--- config.mk ---
export PLATFORM = sky130hd
export DESIGN_NAME = ahb_dma_ch_rr_arb
export DESIGN_NICKNAME = d
export VERILOG_FILES = /design/src/rtl/ahb_dma_ch_rr_arb.sv
export SDC_FILE = /design/constraint.sdc
export NUM_CORES = 1
export LEC_CHECK = 0
export BUFFER_PORTS_ARGS = -buffer_cell sky130_fd_sc_hd__buf_2
export CORE_AREA = 8 8 102 104
export CTS_CLUSTER_DIAMETER = 60
export DETAILED_ROUTE_END_ITERATION = 6
export DIE_AREA = 0 0 110 112
export PLACE_DENSITY = 0.76
export SYNTH_ARGS = -nofsm -noshare
export SYNTH_HDL_FRONTEND = slang
export SYNTH_SLANG_ARGS = --single-unit
--- constraint.sdc ---
create_clock -name clk -period 11.6 [get_ports clk]
set_input_delay 1.74 -clock clk [delete_from_list [all_inputs] [get_ports clk]]
set_output_delay 1.74 -clock clk [all_outputs]
set_load 0.05 [all_outputs]
--- src/rtl/ahb_dma_ch_rr_arb.sv ---
// ---------------------------------------------------------------------------
// ahb_dma_ch_rr_arb
// Channel arbiter that sits after the DMA priority encoder. It picks one
// requesting channel whose programmed priority equals the encoder's registered
// highest priority. Equal-priority channels are served round-robin. The grant
// is held through a req/ack/done handshake with the transfer engine, and the
// rotation pointer moves only when a transfer completes.
//
// Ports
//   clk, rst_n  : clock and asynchronous active-low reset
//   valid       : per-channel request (enabled and pending)
//   pri_ch      : packed per-channel priority, channel k at [3k+2:3k]
//   pri_out     : registered highest valid priority from the encoder
//   de_ack      : engine accepted the granted channel (1-cycle pulse)
//   de_done     : engine finished the granted transfer (1-cycle pulse)
//   ch_req      : request to the engine; ch_sel is valid while high
//   ch_sel      : granted channel index
//   ch_gnt      : one-hot grant, zero when no grant is held
//   arb_busy    : high in every state except IDLE
// ---------------------------------------------------------------------------
module ahb_dma_ch_rr_arb #(
  parameter logic [1:0] PRI_SEL        = 2'd2,
  parameter int         CHANNEL_NUMBER = 12,
  parameter int         CH_W           = 4
) (
  input  logic                        clk,
  input  logic                        rst_n,
  input  logic [CHANNEL_NUMBER-1:0]   valid,
  input  logic [3*CHANNEL_NUMBER-1:0] pri_ch,
  input  logic [2:0]                  pri_out,
  input  logic                        de_ack,
  input  logic                        de_done,
  output logic                        ch_req,
  output logic [CH_W-1:0]             ch_sel,
  output logic [CHANNEL_NUMBER-1:0]   ch_gnt,
  output logic                        arb_busy
);

  typedef enum logic [2:0] {
    IDLE   = 3'd0,
    SETTLE = 3'd1,
    ARB    = 3'd2,
    REQ    = 3'd3,
    BUSY   = 3'd4
  } state_t;

  // Priority bits that are significant for the configured encoder width.
  localparam logic [2:0] PRI_MASK = (PRI_SEL == 2'd0) ? 3'b001 :
                                    (PRI_SEL == 2'd1) ? 3'b011 : 3'b111;
  // Reset pointer makes channel 0 the first one searched.
  localparam logic [CH_W-1:0] LAST_RST = CH_W'(CHANNEL_NUMBER - 1);

  state_t                      state_r, state_nxt_s;
  logic [CH_W-1:0]             last_r, last_nxt_s;
  logic                        ch_req_r, ch_req_nxt_s;
  logic [CH_W-1:0]             ch_sel_r, ch_sel_nxt_s;
  logic [CHANNEL_NUMBER-1:0]   ch_gnt_r, ch_gnt_nxt_s;
  logic                        arb_busy_r, arb_busy_nxt_s;
  logic [CHANNEL_NUMBER-1:0]   match_s;
  logic                        hit_s;
  logic [CH_W-1:0]             hit_idx_s;
  logic [CH_W-1:0]             idx_w_s;
  int                          idx_s;

  assign ch_req   = ch_req_r;
  assign ch_sel   = ch_sel_r;
  assign ch_gnt   = ch_gnt_r;
  assign arb_busy = arb_busy_r;

  // Channels that request at exactly the encoder's current priority.
  always_comb begin
    match_s = '0;
    for (int k = 0; k < CHANNEL_NUMBER; k++) begin
      match_s[k] = valid[k] && ((pri_ch[3*k +: 3] & PRI_MASK) == pri_out);
    end
  end

  // Round-robin search: first match at or after last+1, wrapping to 0.
  always_comb begin
    hit_s     = 1'b0;
    hit_idx_s = '0;
    idx_s     = 0;
    idx_w_s   = '0;
    for (int i = 0; i < CHANNEL_NUMBER; i++) begin
      idx_s = int'(last_r) + 32'sd1 + i;
      // last_r never exceeds CHANNEL_NUMBER-1, so one wrap is sufficient
      if (idx_s >= CHANNEL_NUMBER) begin
        idx_s = idx_s - CHANNEL_NUMBER;
      end else begin
        idx_s = idx_s;
      end
      idx_w_s = CH_W'(idx_s);
      if (!hit_s && match_s[idx_w_s]) begin
        hit_s     = 1'b1;
        hit_idx_s = idx_w_s;
      end else begin
        hit_s     = hit_s;
      end
    end
  end

  // State register.
  always_ff @(posedge clk or negedge rst_n) begin
    if (!rst_n) begin
      state_r <= IDLE;
    end else begin
      state_r <= state_nxt_s;
    end
  end

  // Next-state decode.
  always_comb begin
    state_nxt_s = state_r;
    case (state_r)
      IDLE: begin
        if (|valid) state_nxt_s = SETTLE;
        else        state_nxt_s = IDLE;
      end
      SETTLE: state_nxt_s = ARB;
      ARB: begin
        if (hit_s) state_nxt_s = REQ;
        else       state_nxt_s = IDLE;
      end
      REQ: begin
        // ack wins over a simultaneous request withdrawal
        if (de_ack)                 state_nxt_s = BUSY;
        else if (!valid[ch_sel_r])  state_nxt_s = IDLE;
        else                        state_nxt_s = REQ;
      end
      BUSY: begin
        if (de_done) state_nxt_s = IDLE;
        else         state_nxt_s = BUSY;
      end
      default: state_nxt_s = IDLE;
    endcase
  end

  // Next values of the registered outputs and the rotation pointer.
  always_comb begin
    ch_req_nxt_s   = ch_req_r;
    ch_sel_nxt_s   = ch_sel_r;
    ch_gnt_nxt_s   = ch_gnt_r;
    last_nxt_s     = last_r;
    arb_busy_nxt_s = (state_nxt_s != IDLE);
    case (state_r)
      ARB: begin
        if (hit_s) begin
          ch_req_nxt_s = 1'b1;
          ch_sel_nxt_s = hit_idx_s;
          ch_gnt_nxt_s = {{(CHANNEL_NUMBER-1){1'b0}}, 1'b1} << hit_idx_s;
        end else begin
          ch_req_nxt_s = ch_req_r;
        end
      end
      REQ: begin
        if (de_ack) begin
          ch_req_nxt_s = 1'b0;
        end else if (!valid[ch_sel_r]) begin
          // aborted grant: pointer stays so the channel is not skipped
          ch_req_nxt_s = 1'b0;
          ch_gnt_nxt_s = '0;
        end else begin
          ch_req_nxt_s = 1'b1;
        end
      end
      BUSY: begin
        if (de_done) begin
          ch_gnt_nxt_s = '0;
          last_nxt_s   = ch_sel_r;
        end else begin
          ch_gnt_nxt_s = ch_gnt_r;
        end
      end
      default: begin
        ch_req_nxt_s = ch_req_r;
      end
    endcase
  end

  // Output and pointer registers.
  always_ff @(posedge clk or negedge rst_n) begin
    if (!rst_n) begin
      ch_req_r   <= 1'b0;
      ch_sel_r   <= '0;
      ch_gnt_r   <= '0;
      arb_busy_r <= 1'b0;
      last_r     <= LAST_RST;
    end else begin
      ch_req_r   <= ch_req_nxt_s;
      ch_sel_r   <= ch_sel_nxt_s;
      ch_gnt_r   <= ch_gnt_nxt_s;
      arb_busy_r <= arb_busy_nxt_s;
      last_r     <= last_nxt_s;
    end
  end

endmodule
Yosys cells after proc, flatten, opt, wreduce, memory -nomap -nowiden

Index checks and enable logic that the tools add are counted.

Register bits after elaboration: 25
Logic and storage cells: 196

Add/subtract/negate cells: 24
Order comparisons: 25
Equality and inequality tests: 20
Shift-type cells: 1
Muxes and demuxes: 77
Reductions and logical operators: 43

Operator list:

| operator                                                                            | number |
|---|---|
| 4-bit two-way mux                                                                   | 24 |
| 6-bit by 4-bit greater-or-equal comparator with 1-bit output, second input constant | 11 |
| 4-bit by 5-bit less-than comparator with 1-bit output, second input constant        | 13 |
| 1-bit binary-select mux with 4-bit select                                           | 13 |
| 12-bit two-way mux                                                                  | 4 |
| 4-bit subtractor, second input constant                                             | 12 |
| 3-bit == test                                                                       | 12 |
| 12-bit case mux with 3 select lines                                                 | 1 |
| 1-bit two-way mux                                                                   | 29 |
| 5-bit by 3-bit adder with 6-bit output, second input constant                       | 4 |
| 5-bit by 4-bit adder with 6-bit output, second input constant                       | 4 |
| 1-bit logical AND                                                                   | 23 |
| 3-bit case mux with 5 select lines                                                  | 1 |
| 5-bit by 2-bit adder with 6-bit output, second input constant                       | 2 |
| 12-bit OR reduction                                                                 | 1 |
| 1-bit by 4-bit << shifter with 12-bit output, first input constant                  | 1 |
| 1-bit zero test                                                                     | 11 |
| 2-bit inequality test, second input constant                                        | 4 |
| 5-bit by 1-bit adder with 6-bit output, second input constant                       | 1 |
| 3-bit by 2-bit == test with 1-bit output, second input constant                     | 2 |
| 3-bit two-way mux                                                                   | 2 |
| 2-bit AND reduction                                                                 | 3 |
| 3-bit nonzero test                                                                  | 2 |
| 4-bit by 1-bit adder with 5-bit output, second input constant                       | 1 |
| 8 further kinds                                                                     | 9 |

Longest topological paths before layout

Depth in word-level cells: 42
Mapped depth: 24

Least setup slack after synthesis

Ideal clock, no wire load.

Path type: register -> register
From: register last_r[0]
To: register ch_gnt_r[2], in the netlist ch_gnt[2]
Arrival time: 5,588 ps
Data required time: 11,490 ps
Slack: 5,902 ps
Stages on the path, launching flop included: 24
Clock period less this slack: 5,698 ps
Path through: dfstp_2 -> buf_2 -> inv_2 -> clkbuf_1 -> ha_1 -> inv_1 -> clkbuf_1 -> ha_1 -> nor3_1 -> a31oi_1 -> xnor2_1 -> inv_1 -> ha_1 -> nand2b_1 -> a211o_1 -> nand3_1 -> o22ai_1 -> or4_1 -> and3_1 -> or4_1 -> o221ai_1 -> o221ai_1 -> a31o_2 -> o41ai_1

Longest elaborated chain between the ends: 42
Elaborated cells between the ends (all ways): 123
Classes of those cells: add/sub: 24; order compare: 12; eq/ne: 1; shift: 1; mux: 62; reduce/logical: 23

RTL lines:

| what                                                                            | RTL line | text |
|---|---|---|
| start, declared                                                                 | 54       | `logic [CH_W-1:0] last_r, last_nxt_s;` |
| start signal, assigned                                                          | 193      | `last_r <= last_nxt_s;` |
| 4-bit by 1-bit adder with 5-bit output *                                        | 85       | `idx_s = int'(last_r) + 32'sd1 + i;` |
| branches (longest 41 deep; another with 5-bit by 1-bit adder with 6-bit output) | -        |  |
| end signal, assigned                                                            | 191      | `ch_gnt_r <= ch_gnt_nxt_s;` |
| end, declared                                                                   | 57       | `logic [CHANNEL_NUMBER-1:0] ch_gnt_r, ch_gnt_nxt_s;` |

Mark *: on every way between the ends. The select of a mux whose other input is x is not followed.
A chain may end at the register's enable or synchronous reset.

Worst setup path in the final report

From: register last_r[0]
To: register ch_gnt_r[1], in the netlist ch_gnt[1]

The elaborated chain is that of the path after synthesis.

==> flow_summary.toml <==
[yosys]
ys_warn_count = 0
synth.avg_cell_area_sq_um = 7.87
synth_ff_type = "dfrtp_1"
ys_async_sr_fraction_pct = 100
netlist_area_sq_um = 4710
syn_nets = 675
ys_types = 84
synthCells = 599
synth-edff-count = 0
synth_seq_area_share_pct = 13.4
ys_ff_latch = 25

[min_path]
min_to = "ch_gnt[2]$_DFFE_PN0P_"
min_from = "ch_gnt[2]$_DFFE_PN0P_"
hold_depth = 2
hp-class = "flop to flop"

[clocking]
cts-root-buf = "clkbuf_8"
cts_num_sinks = 25
clk_pin_slew_ps = 90
ctsHtreeMaxLevel = 1
cts.path.max_buffers = 2
clk_latency_ps = 270
cts_setup_buffers = 0
ctsHoldBuffers = 0
cts_tree = "yes"
cts-buffers-inserted = 3
ctsResizeCount = 0

[sta]
final.min_clock_period_ps = 6910
finalSetupViolations = 0
worst_pin_slew_ps = 1220
slew_viol_final = 0
slew_headroom_pct = 17.8
fin_skew_ps = 3.74
setup_tns_ps = 0
rsz0062_at_grt = "false"
hold_violations = 0
period_share_pct = 59.5
max_freq_mhz = 145

[cells_and_area]
layout_common_cells = "buf_2 (72), nand2_1 (46), xnor2_1 (36), nor2_1 (35), a21oi_1 (30)"
layout_commonest_cell = "buf_2"
fin_nets = 718
n_antenna_cell = 0
drive_gt1_share_pct = 19.3
syn_to_final_growth_pct = 8.20

[grt]
grt_pass1_wl_um = 26000
antenna_found_initial = 0
grtUsageTotal_pct = 25.7
grt_max_degree = 44
grt_pass1_vias = 5303
overflow = 0

[run]
maxCapViolations = 0

[worst_setup_path]
crit_start = "last_r[0]$_DFFE_PN1P_"
reg2reg_depth = 18
r2r_slack_ps = 4690
startpoint_type = "flop"
reg2reg_to = "ch_gnt[1]$_DFFE_PN0P_"
path_common_cell = "ha_1"
cp_max_fo = 43
critPathSlowestCell = "nor4_1"
slowest_delay_ps = 920
path_class = "flop to flop"
worstPathCellList = "buf_4 -> ha_1 -> xor2_1 -> ha_1 -> nand2b_1 -> nand2_1 -> xor2_1 -> ha_1 -> inv_1 -> and4_1 -> nor4_1 -> or4_4 -> nand4_2 -> nor3_2 -> a31oi_1 -> o211ai_1 -> nand2_1 -> o41ai_1"
cp.arrival_ps = 7050
cp_data_required_time_ps = 11750
cp-end-kind = "flop"
rr_startpoint = "last_r[0]$_DFFE_PN1P_"

[die]
num_rows = 35
die-area_sq_um = 12300
io_pins = 73
coreArea_sq_um = 8890
start_util_pct = 53.0
die_w_um = 110
die_y_um = 112

[placed_design]
gp_congestion = 1.11
io_buffer_count = 72
hpwlAfterDp_um = 12500

[detailed_routing]
drtAntennaViolNets = 0
avgViaCountPerCell = 7.12
dr_total_vias = 5353
wire_per_inst_um = 21.1
drcViolationCount = 0
dr.pass1.iters = 6
drtIter0Drc = 785
wl_um = 15900

[run_status]
status = "complete, no violations"
synth_stat cells, types with 9 or more instances:
| cell | n | area, sq um |
|---|---|---|
| a21o_1 | 11 | 82.6 |
| a21oi_1 | 30 | 150 |
| a31oi_1 | 13 | 81.3 |
| buf_2 | 9 | 45.0 |
| clkbuf_1 | 18 | 67.6 |
| dfrtp_1 | 22 | 551 |
| ha_1 | 21 | 263 |
| inv_1 | 24 | 90.1 |
| mux2i_1 | 19 | 190 |
| mux4_2 | 10 | 225 |
| nand2_1 | 46 | 173 |
| nand2b_1 | 17 | 106 |
| nand3_1 | 10 | 50.1 |
| nand4_1 | 13 | 81.3 |
| nor2_1 | 35 | 131 |
| nor3_1 | 18 | 90.1 |
| nor4_1 | 13 | 81.3 |
| o211ai_1 | 9 | 67.6 |
| o21ai_0 | 17 | 85.1 |
| or3_1 | 12 | 75.1 |
| xnor2_1 | 36 | 315 |
| xor2_1 | 15 | 131 |
sequential cells by signal, summed over array words and instances, names as in the netlist:
signal	flops
arb_busy	1
ch_gnt	12
ch_req	1
ch_sel	4
last_r	4
state_r	3
critical path: cells and delay by family, from the launching register on:
family	cells	cell delay, ps
XOR/XNOR	2	450
flip-flops	1	520
AND/OR/NAND/NOR	8	2680
AO/OA/AOI/OAI	3	1170
adder cells (fa/ha/maj)	3	1450
buffers and inverters	2	500
worst max-delay path by stage:
stage / end / cells past startpoint
after floorplan: ch_gnt[2]$_DFFE_PN0P_ / 23
after global placement: ch_gnt[2]$_DFFE_PN0P_ / 20
after detailed placement: ch_gnt[1]$_DFFE_PN0P_ / 18
after CTS: ch_gnt[1]$_DFFE_PN0P_ / 18
after global routing: ch_gnt[1]$_DFFE_PN0P_ / 19
final: ch_gnt[1]$_DFFE_PN0P_ / 18
metrics by stage:
stage          setup WS, ps  cell area (sq um)  hold slack [ps]  util [%]  std cells
5_1_grt                4240               5100              501      57.4        752
4_1_cts                4940               5100              485      57.4        752
2_1_floorplan          5900               4710              535         -        599
6_report               4690               5100              489      57.4        752
3_3_place_gp           5180               5050              458      56.9        748
3_5_place_dp           4940               5050              463      56.9        748
layout make-up:
| cell class | instances | area (sq um) |
|---|---|---|
| fill | 811 | 3790 |
| timing repair buffer | 76 | 390 |
| tap | 111 | 139 |
| inverter | 26 | 97.6 |
| sequential | 25 | 629 |
| multi-input combinational | 510 | 3800 |
| clock buffer | 4 | 45.0 |
routing by layer:
layer / track usage [%] / up-vias / wire length [um] / share of wire (%)
met5: 0 / - / 0 / 0
met4: 10.2 / 0 / 772 / 4.9
met3: 5.83 / 84 / 1730 / 11
met2: 39.9 / 393 / 6990 / 44
met1: 33.1 / 2484 / 6400 / 40
li1: - / 2392 / - / -
cells by family after synthesis:
logic type | synth area share, %
flip-flops | 13.4
buffers and inverters | 6.05
AO/OA/AOI/OAI | 28.6
AND/OR/NAND/NOR | 26.7
multiplexers | 10.2
adder cells (fa/ha/maj) | 5.57
XOR/XNOR | 9.48
Power is left out: the tool's default activity adds up to more than one toggle a clock period on the data nets, which glitch-free logic cannot reach.
